### src/rtl/demux1to3_buf.sv
// demux1to3_buf: registered 1-to-3 steering stage.
// One input word per cycle (valid/ready) is steered by a 2-bit select into one
// of three one-entry output buffers. Each channel drains independently, so a
// stalled consumer only blocks words addressed to its own channel. Select
// value 3 is illegal: the word is consumed, dropped, and sel_err pulses for one cycle.
// Optional feature macro: DEMUX_SEL_ERR_CNT_EN adds a saturating 16-bit
// err_count output that counts dropped illegal-select words.
module demux1to3_buf #(
  parameter int WORD_LENGTH = 32
) (
  input  logic                   clk,
  input  logic                   reset,
  input  logic                   in_valid,
  output logic                   in_ready,
  input  logic [1:0]             sel,
  input  logic [WORD_LENGTH-1:0] Data_In,
  output logic                   out_valid_0,
  output logic                   out_valid_1,
  output logic                   out_valid_2,
  input  logic                   out_ready_0,
  input  logic                   out_ready_1,
  input  logic                   out_ready_2,
  output logic [WORD_LENGTH-1:0] Data_0,
  output logic [WORD_LENGTH-1:0] Data_1,
  output logic [WORD_LENGTH-1:0] Data_2,
  output logic                   sel_err
`ifdef DEMUX_SEL_ERR_CNT_EN
  ,
  output logic [15:0]            err_count
`endif
);

  typedef enum logic {
    EMPTY = 1'b0,
    FULL  = 1'b1
  } buf_state_t;

  buf_state_t             state_p0 [3];
  buf_state_t             state_d  [3];
  logic [WORD_LENGTH-1:0] data_p0  [3];
  logic [2:0]             out_ready_v;
  logic [2:0]             fill;
  logic [2:0]             drain;
  logic                   accept;
  logic                   illegal;
  logic                   sel_err_p0;

  assign out_ready_v = {out_ready_2, out_ready_1, out_ready_0};

  // Ready for the addressed channel, transfer decode and per-channel next state.
  always_comb begin
    in_ready = 1'b1;
    fill     = 3'b000;
    drain    = 3'b000;
    for (int k = 0; k < 3; k++) begin
      state_d[k] = state_p0[k];
    end
    // A full buffer can take a new word only when its old word leaves this edge.
    case (sel)
      2'd0:    in_ready = (state_p0[0] == EMPTY) || out_ready_v[0];
      2'd1:    in_ready = (state_p0[1] == EMPTY) || out_ready_v[1];
      2'd2:    in_ready = (state_p0[2] == EMPTY) || out_ready_v[2];
      default: in_ready = 1'b1;
    endcase
    accept  = in_valid && in_ready;
    illegal = accept && (sel == 2'd3);
    for (int k = 0; k < 3; k++) begin
      fill[k]  = accept && (sel == 2'(k));
      drain[k] = (state_p0[k] == FULL) && out_ready_v[k];
      // A fill wins over a same-edge drain: the buffer stays FULL with the new word.
      if (fill[k]) begin
        state_d[k] = FULL;
      end else if (drain[k]) begin
        state_d[k] = EMPTY;
      end
    end
  end

  // Channel buffer state registers.
  always_ff @(posedge clk) begin
    for (int k = 0; k < 3; k++) begin
      if (!reset) begin
        state_p0[k] <= EMPTY;
      end else begin
        state_p0[k] <= state_d[k];
      end
    end
  end

  // Channel data registers: load only on a fill, otherwise hold the last word.
  always_ff @(posedge clk) begin
    for (int k = 0; k < 3; k++) begin
      if (!reset) begin
        data_p0[k] <= '0;
      end else if (fill[k]) begin
        data_p0[k] <= Data_In;
      end
    end
  end

  // One-cycle pulse after an illegal-select word is consumed.
  always_ff @(posedge clk) begin
    if (!reset) begin
      sel_err_p0 <= 1'b0;
    end else begin
      sel_err_p0 <= illegal;
    end
  end

`ifdef DEMUX_SEL_ERR_CNT_EN
  logic [15:0] err_cnt_p0;

  function automatic logic [15:0] sat_inc16(input logic [15:0] v);
    return (v == 16'hFFFF) ? v : v + 16'd1;
  endfunction

  // Saturating count of dropped illegal-select words.
  always_ff @(posedge clk) begin
    if (!reset) begin
      err_cnt_p0 <= '0;
    end else if (illegal) begin
      err_cnt_p0 <= sat_inc16(err_cnt_p0);
    end
  end

  assign err_count = err_cnt_p0;
`endif

  assign out_valid_0 = (state_p0[0] == FULL);
  assign out_valid_1 = (state_p0[1] == FULL);
  assign out_valid_2 = (state_p0[2] == FULL);
  assign Data_0      = data_p0[0];
  assign Data_1      = data_p0[1];
  assign Data_2      = data_p0[2];
  assign sel_err     = sel_err_p0;

endmodule

### config.mk
export PLATFORM = sky130hd
export DESIGN_NAME = demux1to3_buf
export DESIGN_NICKNAME = d
export VERILOG_FILES = /design/src/rtl/demux1to3_buf.sv
export SDC_FILE = /design/constraint.sdc
export NUM_CORES = 1
export LEC_CHECK = 0
export ABC_CLOCK_PERIOD_IN_PS = 5220
export CAP_MARGIN = 10
export CORE_MARGIN = 2
export CORE_UTILIZATION = 46
export DETAILED_ROUTE_END_ITERATION = 7
export GPL_TIMING_DRIVEN = 0
export PLACE_DENSITY = 0.8
export SYNTH_ARGS = -nofsm -noshare
export SYNTH_HDL_FRONTEND = slang
export SYNTH_SLANG_ARGS = --single-unit
### constraint.sdc
create_clock -name clk -period 5.22 [get_ports clk]
set_input_delay 1.305 -clock clk [delete_from_list [all_inputs] [get_ports clk]]
set_output_delay 1.305 -clock clk [all_outputs]
set_load 0.01 [all_outputs]
Yosys cells after proc, flatten, opt, wreduce, memory -nomap -nowiden
Memories as Yosys holds them, arrays and structs flattened. Cells that the tools add are included.

Memory bits (writable): 99. Output and inout port bits: 101. Input bits: 40. Word-level logic and storage cells: 51. Bits in registers: 1. Memories kept: 2.

Memory list: data_p0 (words 3, width 32, read ports 3, clocked after Yosys merged registers in 0, wr ports 3, RTL line 40) `logic [WORD_LENGTH-1:0] data_p0 [3];`; state_p0 (words 3, width 1, read ports 3, clocked after Yosys merged registers in 0, wr ports 3, RTL line 38) `buf_state_t state_p0 [3];`.

Bitwise gates (word level): 9. Muxes and demuxes: 24. Equality and inequality tests: 3. Reductions and logical operators: 12.

Operator list (count): 32-bit 2-to-1 mux (3); 1-bit 2-to-1 mux (20); 1-bit logical AND (8); 1-bit OR (6); 2-bit == test (second input constant) (2); 1-bit logical OR (3); 1-bit inverter (3); 1-bit one-hot mux with 3 select lines (1); 2-bit by 1-bit == test with 1-bit output (second input constant) (1); 2-bit logical NOT (1).

Longest topological paths before layout
Word-level depth: 9. Mapped depth: 4. Mapped depth without buffers: 2.

Worst setup path before layout
Ideal clock, no wire load.

Path kind: input port to flip-flop. From: in sel[0]. To: mem data_p0[0][0], enable pin. Stages: 4. Arrival: 4.233 ns. Slack: 0.517 ns. Setup time: 0.470 ns. Data required time: 4.750 ns. Cell sequence: or2_1 buf_6 buf_6 o31ai_1.

RTL lines: from (decl) (RTL line 15) `input logic [1:0] sel,`; to (decl) (RTL line 40).

Final worst setup path
From: in out_ready_0. To: out in_ready.

Word-level cells in the longest chain between the ends: 2.

RTL lines: from (decl) (RTL line 20) `input logic out_ready_0,`; 1-bit logical OR (RTL line 60) `2'd0: in_ready = (state_p0[0] == EMPTY) || out_ready_v[0];`; 1-bit one-hot mux with 3 select lines (RTL line 59) `case (sel)`; to (decl) (RTL line 14) `output logic in_ready,`.

Every way passes these cells.

==> results.ini <==
[clocking]
cts_sinks = 100
cts_max_level = 3
clockBufferDepth = 2
cts_tree = yes
cts_root_buf = clkbuf_8
post_cts.repair.setup_buffers = 0
numCtsBuffers = 9
clock_latency_ps = 360
path_clk_slew_ps = 100
cts-hold-fix-buffers = 0
post_cts_resized = 0

[finish]
fin_util_pct = 67.47
num_antenna_cells = 0
fin_cells = 541
synthToLayoutAreaGrowth_pct = 42.37
fin_nets = 447
layout-drive-gt1-share_pct = 18.69

[pwr]
seqPwrFrac_pct = 56.0
p_leak_uw = 0.002029
internal_power_uw = 1261
swShare_pct = 23.89
pwr-share-clk_pct = 29.6
p_sw_uw = 395.7
vdd_ir_drop_max_v = 0.0001235
pwr_density_cell_nw_per_um2 = 265.7
pwr-share-comb_pct = 14.4
total_power_uw = 1657

[yosys]
synth_area_per_cell_sq_um = 17.24
synth_edf_count = 96
synthDistinctLibCells = 21
synth_cells = 254
syn-cell-area_sq_um = 4379
ys_seq_elements = 100
async_flop_share_pct = 0
yosysWarnings = 0
yosysSeqAreaShare_pct = 67.66
synth_nets = 294
synth-main-ff-cell = edfxtp_1

[global_routing]
overflow = 0
grtUsageTotal_pct = 21.94
grt_pass1_vias = 3137
grt_pass1_wl_mm = 16.99
grt_max_degree = 18
antenna_found_initial = 0

[floorplan]
die_x_microns = 101.6
start_util_pct = 47.39
rows = 35
coreArea_sq_um = 9240
die-area_sq_um = 10320
die_height_microns = 101.6
ios = 141

[sta]
slew_headroom_pct = 31.23
fin_crit_sh_pct = 83.86
fmax_mhz = 228.4
hold_viol = 0
tightest_slew_ps = 1032
rsz0062_at_grt = no
finClkSkew_ps = 11.47
fin_hold_ws_ps = 511.5
period_minus_slack_ps = 4378
setup_ws_ps = 842.4
report.final.slew_viol_count = 0
setup_violations = 0

[placed_design]
dp.cells = 525
routabilityCongestion = 0.7346
io_buffers = 139
place_ws_ps = 879.8
dpl.hpwl_mm = 8.002

[job]
drv_cap = 0

[routing]
vias = 3054
ant_nets = 0
wl_per_cell_microns = 20.81
avgViaCountPerCell = 5.645
drt_first_pass_iters = 4
wirelength_mm = 11.26
drtIter0Drc = 107
drc = 0

[setup_path]
arrival_ps = 3070
critPathKind = primary input to output pin
timing.critical_path.from_type = primary input
crit_fanout = 10
required_ps = 3910
end_kind = output pin

[min_path]
hp-class = flop to flop

[status]
status = finished, final reports clean

## stage by stage
| stage | area, sq um | setup TNS, ps |
|---|---|---|
| floorplan | 4379 | 0 |
| global placement | 5932 | -116510 |
| detailed placement | 6043 | 0 |
| CTS | 6235 | 0 |
| global route | 6235 | 0 |
| finish | 6235 | 0 |
## registers in the layout, summed over array words and instances (netlist names)
| name | flops |
|---|---|
| state_p0 | 3 |
| data_p0 | 96 |
| sel_err | 1 |
## layout by cell type (no fill, tap or decap), drive strengths merged
| cell | n |
|---|---|
| clkdlybuf4s50 | 139 |
| edfxtp | 96 |
| nor4b | 96 |
| buf | 36 |
| clkbuf | 12 |
| o31ai | 6 |
| dfxtp | 4 |
| nor2b | 3 |
| nand3b | 3 |
| nor2 | 2 |
| nand2b | 2 |
| clkinv | 2 |
| clkinvlp | 2 |
| inv | 2 |
| nand2 | 2 |
| nor4bb | 1 |
| and4bb | 1 |
| a211oi | 1 |
| or2 | 1 |
| bufinv | 1 |
## Yosys cell counts, types with 2 or more instances
library cell	n	area share [%]
nand3b_1	3	0.51
nor4b_4	2	1.1
o31ai_1	6	1.0
dfxtp_1	4	1.8
nor4b_2	26	8.9
nor2_1	2	0.17
buf_2	16	1.8
nor4b_1	68	14
nor2b_1	3	0.43
clkbuf_1	2	0.17
edfxtp_1	96	66
buf_6	10	2.6
nand2b_1	2	0.29
buf_1	7	0.60
## layer usage
layer,global-route usage [%],vias up,wire [microns]
met4,5.405,0,162
met3,6.763,16,861
li1,-,1354,-
met1,27.97,1550,4606
met2,36.74,134,5627
met5,0,-,0
## final cells by class
class / instances / area (sq um)
Buffer: 35 / 226.5
Clock buffer: 10 / 127.6
Clock inverter: 6 / 63.81
Fill cell: 676 / 3005
Inverter: 1 / 3.754
Multi-Input combinational cell: 118 / 1227
Sequential cell: 100 / 2963
Tap cell: 129 / 161.4
Timing Repair Buffer: 142 / 1461
## final timing paths
| kind | end | from | depth (start not counted) | slack, ps |
|---|---|---|---|---|
| worst max register to register | data_p0[2][27]$_SDFFCE_PN0P_ | state_p0[2]$_DFF_P_ | 5 | 2870 |
| worst min-delay path | state_p0[0]$_DFF_P_ | state_p0[0]$_DFF_P_ | 2 | 510 |
| worst max-delay path | in_ready | out_ready_0 | 6 | 840 |
| worst min register to register | state_p0[0]$_DFF_P_ | state_p0[0]$_DFF_P_ | 2 | 510 |
## power by group through the flow
stage / combinational, uW / clock, uW / sequential, uW
after CTS: 240 / 500 / 928
after floorplan: 76.7 / 0 / 967
after global placement: 222 / 0 / 950
final: 239 / 491 / 927
after global routing: 251 / 529 / 931
after detailed placement: 239 / 0 / 947
## critical path: stages
cell and delay [ps]:
clkdlybuf4s50_1 470, nor2b_1 50, buf_2 170, buf_2 250, a211oi_1 250, clkdlybuf4s50_1 580
## cells by family (layout without fill, tap and decap cells)
family	Yosys count	count (layout)	share of synthesized area, %
buffers and inverters	36	194	5.257
AND/OR/NAND/NOR	111	111	25.89
flip-flops	100	100	67.66
AO/OA/AOI/OAI	7	7	1.200
Note: power is estimated with default switching activity, not from simulation.
